`src/rtl/ex_m_skid_reg.sv`:
```
// EX/MEM pipeline register with a valid/ready elastic handshake and a one-entry skid buffer.
// All state advances on the falling clock edge; reset is asynchronous and active-low.
module ex_m_skid_reg #(
  parameter int PC_SIZE   = 18,
  parameter int DATA_SIZE = 32,
  parameter int CTRL_W    = 6,
  parameter int RA_W      = 5,
  parameter int CNT_W     = 16
) (
  input  logic                 clk,
  input  logic                 rst,
  // EX side
  input  logic                 EX_valid,
  output logic                 EX_ready,
  input  logic [CTRL_W-1:0]    EX_ctrl,
  input  logic [DATA_SIZE-1:0] EX_ALU_result,
  input  logic [DATA_SIZE-1:0] EX_Rt_data,
  input  logic [PC_SIZE-1:0]   EX_PCplus8,
  input  logic [RA_W-1:0]      EX_WR_out,
  input  logic                 flush,
  // MEM side
  output logic                 M_valid,
  input  logic                 M_ready,
  output logic [CTRL_W-1:0]    M_ctrl,
  output logic [DATA_SIZE-1:0] M_ALU_result,
  output logic [DATA_SIZE-1:0] M_Rt_data,
  output logic [PC_SIZE-1:0]   M_PCplus8,
  output logic [RA_W-1:0]      M_WR_out,
  // stall statistics
  output logic [CNT_W-1:0]     stall_cnt,
  input  logic                 cnt_clr,
  // occupancy (number of held entries: 0, 1 or 2)
  output logic [1:0]           dbg_state
);

  // Handshake: a side transfers on an edge where its valid and ready are both
  // high at that edge. EX_ready is a register output (high iff the skid is
  // empty), so it never depends combinationally on M_ready. Once M_valid is
  // high, the entry and its payload stay stable until M_ready takes it.

  typedef enum logic [1:0] {
    S_EMPTY = 2'd0,
    S_ONE   = 2'd1,
    S_TWO   = 2'd2
  } state_t;

  localparam logic [CNT_W-1:0] CNT_MAX = '1;

  state_t state, state_nxt;

  logic in_xfer;
  logic out_xfer;

  logic main_from_ex;
  logic main_from_skid;
  logic main_clear;
  logic skid_load;

  logic                 ex_ready_q;
  logic [CTRL_W-1:0]    m_ctrl_q;
  logic [DATA_SIZE-1:0] m_alu_q;
  logic [DATA_SIZE-1:0] m_rt_q;
  logic [PC_SIZE-1:0]   m_pc_q;
  logic [RA_W-1:0]      m_wr_q;

  logic [CTRL_W-1:0]    s_ctrl_q;
  logic [DATA_SIZE-1:0] s_alu_q;
  logic [DATA_SIZE-1:0] s_rt_q;
  logic [PC_SIZE-1:0]   s_pc_q;
  logic [RA_W-1:0]      s_wr_q;

  logic [CNT_W-1:0]     cnt_q;
  logic                 stall_inc;

  assign M_valid   = (state != S_EMPTY);
  assign in_xfer   = EX_valid & ex_ready_q;
  assign out_xfer  = M_valid & M_ready;
  assign stall_inc = M_valid & ~M_ready & ~flush;

  // State register
  always_ff @(negedge clk or negedge rst) begin
    if (!rst) begin
      state      <= S_EMPTY;
      ex_ready_q <= 1'b1;
    end else begin
      state      <= state_nxt;
      ex_ready_q <= (state_nxt != S_TWO);
    end
  end

  // Next-state logic
  always_comb begin
    state_nxt = state;
    if (flush) begin
      state_nxt = S_EMPTY;
    end else begin
      case (state)
        S_EMPTY: if (in_xfer) state_nxt = S_ONE;
        S_ONE: begin
          if (out_xfer && !in_xfer)      state_nxt = S_EMPTY;
          else if (!out_xfer && in_xfer) state_nxt = S_TWO;
        end
        S_TWO:   if (out_xfer) state_nxt = S_ONE;
        default: state_nxt = S_EMPTY;
      endcase
    end
  end

  // Output / datapath-enable logic
  always_comb begin
    main_from_ex   = 1'b0;
    main_from_skid = 1'b0;
    main_clear     = 1'b0;
    skid_load      = 1'b0;
    if (!flush) begin
      case (state)
        S_EMPTY: main_from_ex = in_xfer;
        S_ONE: begin
          main_from_ex = out_xfer & in_xfer;
          main_clear   = out_xfer & ~in_xfer;
          skid_load    = ~out_xfer & in_xfer;
        end
        S_TWO:   main_from_skid = out_xfer;
        default: ;
      endcase
    end
  end

  // Main entry control: zero whenever the entry is not valid
  always_ff @(negedge clk or negedge rst) begin
    if (!rst) begin
      m_ctrl_q <= '0;
    end else if (flush || main_clear) begin
      m_ctrl_q <= '0;
    end else if (main_from_ex) begin
      m_ctrl_q <= EX_ctrl;
    end else if (main_from_skid) begin
      m_ctrl_q <= s_ctrl_q;
    end
  end

  // Main entry payload: holds its last value when the entry empties or is flushed
  always_ff @(negedge clk or negedge rst) begin
    if (!rst) begin
      m_alu_q <= '0;
      m_rt_q  <= '0;
      m_pc_q  <= '0;
      m_wr_q  <= '0;
    end else if (main_from_ex) begin
      m_alu_q <= EX_ALU_result;
      m_rt_q  <= EX_Rt_data;
      m_pc_q  <= EX_PCplus8;
      m_wr_q  <= EX_WR_out;
    end else if (main_from_skid) begin
      m_alu_q <= s_alu_q;
      m_rt_q  <= s_rt_q;
      m_pc_q  <= s_pc_q;
      m_wr_q  <= s_wr_q;
    end
  end

  // Skid entry
  always_ff @(negedge clk or negedge rst) begin
    if (!rst) begin
      s_ctrl_q <= '0;
      s_alu_q  <= '0;
      s_rt_q   <= '0;
      s_pc_q   <= '0;
      s_wr_q   <= '0;
    end else if (skid_load) begin
      s_ctrl_q <= EX_ctrl;
      s_alu_q  <= EX_ALU_result;
      s_rt_q   <= EX_Rt_data;
      s_pc_q   <= EX_PCplus8;
      s_wr_q   <= EX_WR_out;
    end
  end

  // Saturating stall counter; clear wins over increment
  always_ff @(negedge clk or negedge rst) begin
    if (!rst) begin
      cnt_q <= '0;
    end else if (cnt_clr) begin
      cnt_q <= '0;
    end else if (stall_inc && (cnt_q != CNT_MAX)) begin
      cnt_q <= cnt_q + 1'b1;
    end
  end

  assign EX_ready     = ex_ready_q;
  assign M_ctrl       = m_ctrl_q;
  assign M_ALU_result = m_alu_q;
  assign M_Rt_data    = m_rt_q;
  assign M_PCplus8    = m_pc_q;
  assign M_WR_out     = m_wr_q;
  assign stall_cnt    = cnt_q;
  assign dbg_state    = state;

endmodule

```
`config.mk`:
```
export PLATFORM = sky130hd
export DESIGN_NAME = ex_m_skid_reg
export DESIGN_NICKNAME = d
export VERILOG_FILES = /design/src/rtl/ex_m_skid_reg.sv
export SDC_FILE = /design/constraint.sdc
export NUM_CORES = 1
export LEC_CHECK = 0
export BUFFER_PORTS_ARGS = -buffer_cell sky130_fd_sc_hd__buf_2
export CORE_MARGIN = 5
export CORE_UTILIZATION = 30
export CTS_CLUSTER_SIZE = 24
export DETAILED_ROUTE_END_ITERATION = 12
export GPL_TIMING_DRIVEN = 1
export HOLD_SLACK_MARGIN = 0.02
export PLACE_DENSITY_LB_ADDON = 0.3
export SYNTH_ARGS = -nofsm -noshare
export SYNTH_HDL_FRONTEND = slang
export SYNTH_SLANG_ARGS = --single-unit
```
`constraint.sdc`:
```
create_clock -name clk -period 2.1 [get_ports clk]
set_input_delay 0.42 -clock clk [delete_from_list [all_inputs] [get_ports clk]]
set_output_delay 0.42 -clock clk [all_outputs]
set_load 0.005 [all_outputs]
```
==> metrics.log, run 1 <==
INFO  metric outcome = finished, violations left
INFO  metric violations = setup timing
INFO  metric syn_nets = 821
INFO  metric hold_buffers = 0
INFO  metric die_width = 177.6 um
INFO  metric synth-seq-area-share = 0.6090
INFO  metric synth_ff_type = dfrtn_1
INFO  metric layout-drive-gt1-share = 0.7002
INFO  metric cts_root_buf = clkbuf_16
INFO  metric quantity_of_i_o_buffers_inserted_on_ports = 211
INFO  metric first_global_vias = 7760
INFO  metric fin_total_pwr = 13.01 mW
INFO  metric synth_cell_count_leaders = dfrtn_1 (204), nand2_1 (187), mux2_2 (94), a22oi_1 (93), buf_2 (23)
INFO  metric power_switching_share = 0.2634
INFO  metric pin_count_of_the_biggest_net_entering_global_routing = 50
INFO  metric detail_route.wl_per_cell = 20.15 um
INFO  metric p_clk_frac = 0.356
INFO  metric grt_pass1_wl = 45.82 mm
INFO  metric power.static_leakage = 7.114 nW
INFO  metric async_flop_share = 1.000
INFO  metric clock_tree.buffer_depth = 3
INFO  metric drt-initial-drc-count = 519
INFO  metric summed_area_of_non_filler_cells_in_the_final_layout = 14820 um^2
INFO  metric synth.most_common_cell = dfrtn_1
INFO  metric num-nets-final = 1236
INFO  metric most_area_hungry_cell_type_in_the_yosys_netlist = dfrtn_1
INFO  metric reg2reg_depth = 11
INFO  metric fin_worst_skew = 0.05062 ns
INFO  metric fillers = 2385
INFO  metric tightestPinTransition = 0.3493 ns
INFO  metric timing.critical_path.arrival = 2.29 ns
INFO  metric drv.max_cap_violation_count = 0
INFO  metric post-place-cells = 1337
INFO  metric setup_viol = 311
INFO  metric rrSetupSlack = 0.05 ns
INFO  metric setup_slack = -0.6094 ns
INFO  metric ir_worst_vdd = 763.7 uV
INFO  metric cts.reportedPaths.clkPinSlew = 0.04 ns
INFO  metric gpl.final_weighted_congestion = 0.7958
INFO  metric power-per-cell-area = 877.7 nW/um^2
INFO  metric hold-path-endpoint = M_Rt_data[4]
INFO  metric whs = 0.4327 ns
INFO  metric p_int = 9.584 mW
INFO  metric sum_of_routed_wire_length_over_all_layers = 30.89 mm
INFO  metric utilization = 0.5336
INFO  metric dp_slack = -0.7052 ns
INFO  metric dr_total_vias = 7500
INFO  metric global_route.overflow_total = 0
INFO  metric worst-setup-path-type = reg -> out
INFO  metric post_synth.cell_area_avg = 11.69 um^2
INFO  metric clk-insertion-delay-late = 0.56 ns
INFO  metric synth-edff-count = 0
INFO  metric yosys-top-cells-area = dfrtn_1 (61%), mux2_2 (13%), nand2_1 (8.3%), a22oi_1 (8.3%), buf_2 (1.4%)
INFO  metric r2r-end = M_Rt_data[28]
INFO  metric fin_setup_tns = -67.70 ns
INFO  metric finalNonFillerCells = 1533
INFO  metric timing.rr.start = dbg_state[1]
INFO  metric worstHoldPathType = reg -> reg
INFO  metric tritoncts = yes
INFO  metric hold_start = s_rt_q[4]
INFO  metric worstSetupEndpointType = output port
INFO  metric design.core.area = 27780 um^2
INFO  metric clock_tree.htree_level_count = 1
INFO  metric cts-buffers-inserted = 24
INFO  metric detailedPlacementHpwl = 15.84 mm
INFO  metric dieArea = 31540 um^2
INFO  metric drc = 0
INFO  metric relSlewSlack = 0.7654
INFO  metric clock_sinks = 205
INFO  metric die_h = 177.6 um
INFO  metric syn-cell-area = 8426 um^2
INFO  metric sequentialPowerShare = 0.423
INFO  metric finalHoldViolations = 0
INFO  metric synthesis.yosys.warnings = 0
INFO  metric num_io_pins = 212
INFO  metric area_growth = 75.94%
INFO  metric dpl-instance-area = 10680 um^2
INFO  metric ys_ff_latch = 205
INFO  metric placement_row_count = 61
INFO  metric vias_per_cell = 4.892
INFO  metric hold_depth = 2
INFO  metric combinationalPowerShare = 0.221
INFO  metric drtAntennaViolNets = 0
INFO  metric grt_antenna_before_repair = 3
INFO  metric start_util = 0.3033
INFO  metric critPathLaunch = dbg_state[1]
INFO  metric syn-instance-count = 721
INFO  metric cp-start-kind = flop
INFO  metric yosysUniqueCellTypes = 39
INFO  metric firstDrtPassIters = 5
INFO  metric global_route.usage.total = 0.1880
INFO  metric report.final.slew_viol_count = 0
INFO  metric required = 1.68 ns
INFO  metric switching_power = 3.427 mW
INFO  metric synth_top_area_frac = 0.6059
INFO  metric timing.critical_path.fanout_max = 2
INFO  metric rsz0062_at_grt = true
-- how the worst max path moves through the flow --
stage / to
final: M_valid
after global routing: M_valid
after CTS: M_valid
after detailed placement: M_ctrl[5]
after global placement: M_ctrl[0]
after floorplan: s_alu_q[0]
-- cells in the final DEF (no fill, tap or decap), types with 7 or more instances in the layout --
cell type	count
dfrtn_1	204
mux2_4	8
clkbuf_16	27
nand4_1	7
a22oi_2	65
buf_2	202
buf_4	119
mux2_2	86
nand2_4	51
a22oi_1	28
a21oi_2	13
buf_16	27
buf_12	42
nand3_1	7
nand2_2	80
nand2_1	55
buf_8	11
buf_6	30
-- kinds of logic after synthesis --
logic type | count (synthesis) | synth area share
DFF | 205 | 0.6090
AOI/OAI and AO/OA | 134 | 0.1146
muxes | 95 | 0.1268
buffers and inverters | 49 | 0.02569
adders and majority gates | 1 | 0.001485
and+or+nand+nor | 237 | 0.1224
-- worst max-delay path, stage by stage (launching register included) --
cell and delay, ns:
dfrtn_1 0.37, or2_4 0.24, buf_6 0.11
-- what timing repair did --
item / in CTS / in global routing
setup buffers: 80 / 59
gates resized for setup: 203 / 202
cloned: 41 / 4
pin swaps: 46 / 44
setup endpoints to repair: 301 / 314
-- final cells by class --
| cell class | instances | area (um^2) | area share |
|---|---|---|---|
| tap | 378 | 473.0 | 0.03190 |
| antenna | 1 | 2.502 | 0.0001688 |
| sequential | 205 | 5131 | 0.3461 |
| multi-input combinational | 467 | 4254 | 0.2870 |
| timing repair buffer | 434 | 4055 | 0.2735 |
| inverter | 3 | 11.26 | 0.0007596 |
| clock buffer | 33 | 705.7 | 0.04760 |
| clock inverter | 12 | 191.4 | 0.01291 |
-- flip-flops by register name, summed over array words and instances (netlist names) --
| register | flops |
|---|---|
| M_PCplus8 | 18 |
| M_Rt_data | 32 |
| s_rt_q | 32 |
| s_alu_q | 32 |
| M_ctrl | 6 |
| s_wr_q | 5 |
| dbg_state | 2 |
| M_WR_out | 5 |
| s_pc_q | 18 |
| M_ALU_result | 32 |
| stall_cnt | 16 |
| s_ctrl_q | 6 |
| EX_ready | 1 |
-- layer usage --
metal | GRT usage | share of wire | up-vias
met5 | 0 | 0.0013 | -
li1 | - | - | 3431
met2 | 0.3076 | 0.49 | 225
met1 | 0.2605 | 0.43 | 3808
met4 | 0.02804 | 0.0098 | 6
met3 | 0.04495 | 0.072 | 30
-- power groups by stage --
stage | Combinational [mW] | Clock [mW] | Sequential [mW]
final | 2.88 | 4.63 | 5.50
after global routing | 3.13 | 4.94 | 5.59
after CTS | 2.45 | 4.75 | 5.43
after detailed placement | 1.80 | 0.00596 | 5.41
after global placement | 1.75 | 0.00596 | 5.39
after floorplan | 0.938 | 0.00596 | 5.35
Power figures use the tool's default switching activity.
==> run 2, diff against run 1 <==
--- a/config.mk
+++ b/config.mk
@@ -5,6 +5,7 @@
 export SDC_FILE = /design/constraint.sdc
 export NUM_CORES = 1
 export LEC_CHECK = 0
+export ABC_AREA = 1
 export BUFFER_PORTS_ARGS = -buffer_cell sky130_fd_sc_hd__buf_2
 export CORE_MARGIN = 5
 export CORE_UTILIZATION = 30
==> metrics.log, run 2 <==
INFO  metric dpl-instance-area = 11030 um^2
INFO  metric clk-insertion-delay-late = 0.56 ns
INFO  metric start_util = 0.3045
INFO  metric antenna_cells = 0
INFO  metric drtAntennaViolNets = 0
INFO  metric detail_route.wl_per_cell = 19.45 um
INFO  metric finalNonFillerCells = 1873
INFO  metric setup_slack = -0.5747 ns
INFO  metric fin_setup_tns = -61.61 ns
INFO  metric layout_common_cells = dfrtn_1 (204), buf_2 (200), nand2_1 (178)
INFO  metric clock_sinks = 205
INFO  metric cp-start-kind = flop
INFO  metric tritoncts = yes
INFO  metric outcome = finished, violations left
INFO  metric worstSetupEndpointType = output port
INFO  metric synth_top_area_frac = 0.5642
INFO  metric power.static_leakage = 7.581 nW
INFO  metric yosys-top-cells-area = dfrtn_1 (56%), nand2_1 (10%), o21ai_0 (9.3%), o21ai_1 (6.1%), nor2_1 (4.6%)
INFO  metric cts-buffers-inserted = 24
INFO  metric drc = 0
INFO  metric ir_worst_vdd = 508.5 uV
INFO  metric design.core.area = 29720 um^2
INFO  metric violations = setup timing
INFO  metric synth_ff_type = dfrtn_1
INFO  metric grt_antenna_before_repair = 3
INFO  metric synth.most_common_cell = nand2_1
INFO  metric num-nets-final = 1566
INFO  metric die_width = 183.7 um
INFO  metric drv.max_cap_violation_count = 0
INFO  metric layout-drive-gt1-share = 0.4504
INFO  metric utilization = 0.5068
INFO  metric num_io_pins = 212
INFO  metric whs = 0.4298 ns
INFO  metric first_global_vias = 8157
INFO  metric timing.critical_path.fanout_max = 3
INFO  metric dp_slack = -0.6949 ns
INFO  metric global_route.usage.total = 0.1560
INFO  metric fin_worst_skew = 0.04754 ns
INFO  metric clock_tree.htree_level_count = 1
INFO  metric timing.critical_path.arrival = 2.25 ns
INFO  metric area_growth = 66.46%
INFO  metric post-place-cells = 1679
INFO  metric pin_count_of_the_biggest_net_entering_global_routing = 80
INFO  metric report.final.slew_viol_count = 0
INFO  metric clock_tree.buffer_depth = 3
INFO  metric rrSetupSlack = 0.13 ns
INFO  metric syn-cell-area = 9047 um^2
INFO  metric rsz0062_at_grt = true
INFO  metric synth-edff-count = 0
INFO  metric firstDrtPassIters = 5
INFO  metric yosysUniqueCellTypes = 26
INFO  metric dieArea = 33730 um^2
INFO  metric worstHoldPathType = reg -> reg
INFO  metric die_h = 183.7 um
INFO  metric async_flop_share = 1.000
INFO  metric detailedPlacementHpwl = 17.33 mm
INFO  metric cts_root_buf = clkbuf_16
INFO  metric most_area_hungry_cell_type_in_the_yosys_netlist = dfrtn_1
INFO  metric mostFrequentLayoutCell = dfrtn_1
INFO  metric relSlewSlack = 0.7619
INFO  metric ys_ff_latch = 205
INFO  metric hold_buffers = 0
INFO  metric worst-setup-path-type = reg -> out
INFO  metric fin_total_pwr = 12.95 mW
INFO  metric placement_row_count = 63
INFO  metric quantity_of_i_o_buffers_inserted_on_ports = 211
INFO  metric cts.reportedPaths.clkPinSlew = 0.04 ns
INFO  metric dr_total_vias = 9070
INFO  metric vias_per_cell = 4.842
INFO  metric syn-instance-count = 1072
INFO  metric syn_nets = 1172
INFO  metric summed_area_of_non_filler_cells_in_the_final_layout = 15060 um^2
INFO  metric finalHoldViolations = 0
INFO  metric drt-initial-drc-count = 542
INFO  metric synth-seq-area-share = 0.5671
INFO  metric grt_pass1_wl = 43.34 mm
INFO  metric synth_cell_count_leaders = nand2_1 (252), dfrtn_1 (204), o21ai_0 (169), nor2_1 (112), o21ai_1 (111)
INFO  metric power-per-cell-area = 859.7 nW/um^2
INFO  metric tightestPinTransition = 0.3563 ns
INFO  metric multi_input_comb_area = 4069 um^2
INFO  metric synthesis.yosys.warnings = 0
INFO  metric global_route.overflow_total = 0
INFO  metric required = 1.68 ns
INFO  metric sum_of_routed_wire_length_over_all_layers = 36.43 mm
INFO  metric gpl.final_weighted_congestion = 0.8570
INFO  metric ff_latch_area = 5131 um^2
INFO  metric setup_viol = 271
INFO  metric post_synth.cell_area_avg = 8.440 um^2
INFO  metric fillers = 2682
run 2: cell types whose count changed after synthesis, moves of 65 or more:
| cell | delta |
|---|---|
| a22oi_1 | -93 |
| inv_1 | +102 |
| mux2_2 | -94 |
| nand2_1 | +65 |
| nor2_1 | +106 |
| o21ai_0 | +165 |
| o21ai_1 | +111 |
run 2: cell type report:
class	instances	share of cell area
sequential	205	0.3407
timing repair buffer	426	0.2748
multi-input combinational	696	0.2702
clock buffer	40	0.04727
tap	390	0.03240
inverter	109	0.03057
timing repair inverter	3	0.002908
clock inverter	4	0.001163
run 2: report_power, final:
group          internal, mW  switching (mW)  leakage [nW]
Sequential             4.96           0.676          2.62
Clock                  2.29            1.67         0.359
Combinational          1.80            1.56          4.60
Total                  9.05            3.90          7.58
run 2: logic make-up after synthesis:
| logic type | share of synthesized area |
|---|---|
| compound gates | 0.1647 |
| xor+xnor | 0.005808 |
| fa+ha+maj | 0.001383 |
| buf+inv | 0.08519 |
| flops | 0.5671 |
| simple gates | 0.1758 |
run 2: final timing paths:
kind / endpoint / from / cells after the start
worst max-delay path: M_valid / dbg_state[0] / 3
worst min register to register: s_alu_q[30] / s_alu_q[30] / 2
worst max register to register: M_WR_out[3] / EX_ready / 11
worst min-delay path: s_alu_q[30] / s_alu_q[30] / 2
max in group asynchronous: s_rt_q[29] / rst / 2
min in group asynchronous: s_pc_q[4] / rst / 1
run 2: worst max-delay path, stage by stage (launching register included):
cell and delay [ns]:
dfrtn_1 0.46, inv_2 0.06, nand2_2 0.08, buf_6 0.09
run 2: repair_timing:
item	4_1_cts	5_1_grt
pin swaps	6	26
cloned	6	58
setup buffers	41	50
gates resized for setup	34	431
endpoints found under the setup margin	239	261
hold endpoints to repair	0	0
run 2: metal layers:
layer	GRT usage	up-vias	wire, um
li1	-	4259	-
met1	0.2176	4455	16520
met2	0.2474	309	16920
met3	0.04056	41	2554
met4	0.03099	6	418
met5	0	-	28
==> run 3, diff against run 2 <==
--- a/config.mk
+++ b/config.mk
@@ -7,13 +7,14 @@
 export LEC_CHECK = 0
 export ABC_AREA = 1
 export BUFFER_PORTS_ARGS = -buffer_cell sky130_fd_sc_hd__buf_2
+export CORE_ASPECT_RATIO = 1.25
 export CORE_MARGIN = 5
 export CORE_UTILIZATION = 30
 export CTS_CLUSTER_SIZE = 24
 export DETAILED_ROUTE_END_ITERATION = 12
 export GPL_TIMING_DRIVEN = 1
 export HOLD_SLACK_MARGIN = 0.02
-export PLACE_DENSITY_LB_ADDON = 0.3
+export PLACE_DENSITY_LB_ADDON = 0.15
 export SYNTH_ARGS = -nofsm -noshare
 export SYNTH_HDL_FRONTEND = slang
 export SYNTH_SLANG_ARGS = --single-unit
==> metrics.log, run 3 (same netlist as run 2, synthesis figures left out) <==
INFO  metric drt-initial-drc-count = 394
INFO  metric vias_per_cell = 4.627
INFO  metric worst-setup-path-type = reg -> out
INFO  metric dieArea = 33750 um^2
INFO  metric layout_common_cells = dfrtn_1 (204), buf_2 (198), nand2_1 (140)
INFO  metric cts_root_buf = clkbuf_16
INFO  metric hold_start = s_wr_q[1]
INFO  metric fillers = 2818
INFO  metric report.final.slew_viol_count = 0
INFO  metric timing.rr.start = EX_ready
INFO  metric setup_viol = 298
INFO  metric relSlewSlack = 0.7975
INFO  metric finalNonFillerCells = 1895
INFO  metric worstSetupEndpointType = output port
INFO  metric cts.reportedPaths.clkPinSlew = 0.04 ns
INFO  metric dr_total_vias = 8768
INFO  metric hold_buffers = 0
INFO  metric finalHoldViolations = 0
INFO  metric p_clk_frac = 0.316
INFO  metric setup_slack = -0.5935 ns
INFO  metric fin_worst_skew = 0.04440 ns
INFO  metric outcome = finished, violations left
INFO  metric hold-path-endpoint = s_wr_q[1]
INFO  metric fin_total_pwr = 13.47 mW
INFO  metric num_io_pins = 212
INFO  metric mostFrequentLayoutCell = dfrtn_1
INFO  metric global_route.usage.total = 0.1823
INFO  metric utilization = 0.5162
INFO  metric ir_worst_vdd = 569.3 uV
INFO  metric first_global_vias = 8501
INFO  metric summed_area_of_non_filler_cells_in_the_final_layout = 15450 um^2
INFO  metric hold_depth = 2
INFO  metric die_h = 204.2 um
INFO  metric reg2reg_depth = 12
INFO  metric detailedPlacementHpwl = 18.70 mm
INFO  metric slowest_delay = 0.56 ns
INFO  metric dp_slack = -0.6560 ns
INFO  metric worstHoldPathType = reg -> reg
INFO  metric path_delay_family = flip-flops
INFO  metric power_switching_share = 0.2932
INFO  metric ff_latch_area = 5131 um^2
INFO  metric sum_of_routed_wire_length_over_all_layers = 33.82 mm
INFO  metric post-place-cells = 1707
INFO  metric firstDrtPassIters = 5
INFO  metric grt_antenna_before_repair = 3
INFO  metric num-nets-final = 1578
INFO  metric grt_pass1_wl = 48.13 mm
INFO  metric area_growth = 70.82%
INFO  metric timing.critical_path.arrival = 2.27 ns
INFO  metric cts-buffers-inserted = 23
INFO  metric clock_sinks = 205
INFO  metric crit_path_cell_trace = buf_6
INFO  metric timing.critical_path.fanout_max = 2
INFO  metric clk-insertion-delay-late = 0.55 ns
INFO  metric cp-start-kind = flop
INFO  metric clock_tree.htree_level_count = 1
INFO  metric antenna_cells = 0
INFO  metric tritoncts = yes
INFO  metric cp_slowest_cell = dfstp_2
INFO  metric required = 1.68 ns
INFO  metric power.static_leakage = 7.657 nW
INFO  metric sequentialPowerShare = 0.418
INFO  metric violations = setup timing
INFO  metric layout-drive-gt1-share = 0.5161
INFO  metric clock_tree.buffer_depth = 3
INFO  metric switching_power = 3.951 mW
INFO  metric p_int = 9.522 mW
INFO  metric pin_count_of_the_biggest_net_entering_global_routing = 54
INFO  metric timing.critical_path.buf_inv = 1
INFO  metric rrSetupSlack = 0.14 ns
INFO  metric fin_setup_tns = -64.57 ns
INFO  metric quantity_of_i_o_buffers_inserted_on_ports = 211
INFO  metric design.core.area = 29940 um^2
INFO  metric tightestPinTransition = 0.3037 ns
INFO  metric drv.max_cap_violation_count = 0
INFO  metric r2r-end = M_Rt_data[1]
INFO  metric placement_row_count = 71
INFO  metric drc = 0
INFO  metric critPathLaunch = EX_ready
INFO  metric detail_route.wl_per_cell = 17.85 um
INFO  metric rsz0062_at_grt = true
INFO  metric multi_input_comb_area = 4429 um^2
INFO  metric power-per-cell-area = 871.7 nW/um^2
INFO  metric global_route.overflow_total = 0
INFO  metric combinationalPowerShare = 0.266
INFO  metric drtAntennaViolNets = 0
INFO  metric whs = 0.4294 ns
INFO  metric dpl-instance-area = 11270 um^2
INFO  metric start_util = 0.3022
INFO  metric die_width = 165.3 um
INFO  metric gpl.final_weighted_congestion = 0.7958
run 3: cell type report:
type / count / area share
flip-flops and latches: 205 / 0.3320
multi-input cells: 696 / 0.2866
repair buffers: 441 / 0.2680
clock buffers: 34 / 0.04380
well taps: 401 / 0.03246
inverters: 109 / 0.02842
clock inverters: 8 / 0.007691
repair inverters: 1 / 0.001052
run 3: routing by layer:
layer	vias to the layer above	global-route usage	wire length (um)
li1	4267	-	-
met1	4213	0.2383	14050
met2	228	0.3100	17060
met3	54	0.03429	1853
met4	6	0.04804	826
met5	-	0	33
run 3: how the worst max path moves through the flow:
stage / to / slack [ns] / cells past startpoint
2_1_floorplan: M_ALU_result[0] / -0.32 / 9
3_3_place_gp: M_Rt_data[15] / -0.61 / 9
3_5_place_dp: M_Rt_data[19] / -0.66 / 9
4_1_cts: EX_ready / -0.62 / 1
5_1_grt: M_valid / -0.65 / 3
6_report: EX_ready / -0.59 / 1
run 3: timing repair:
action	4_1_cts	5_1_grt
endpoints found under the hold margin	0	0
pin swaps	28	25
setup buffers	63	61
gates resized for setup	234	340
setup endpoints to repair	292	235
cloned	26	14
run 3: power groups by stage:
| stage | clock [mW] | combinational [mW] | sequential, mW |
|---|---|---|---|
| finish | 4.26 | 3.58 | 5.63 |
| global route | 4.55 | 3.94 | 5.74 |
| CTS | 4.38 | 2.87 | 5.52 |
| detailed placement | 0.00596 | 2.14 | 5.50 |
| global placement | 0.00596 | 2.11 | 5.49 |
| floorplan | 0.00596 | 1.00 | 5.44 |
run 3: tightest hold or removal path, stage by stage, from the launching register on:
cell     delay, ns
dfrtn_1       0.41
nand2_2       0.06
o21ai_2       0.04
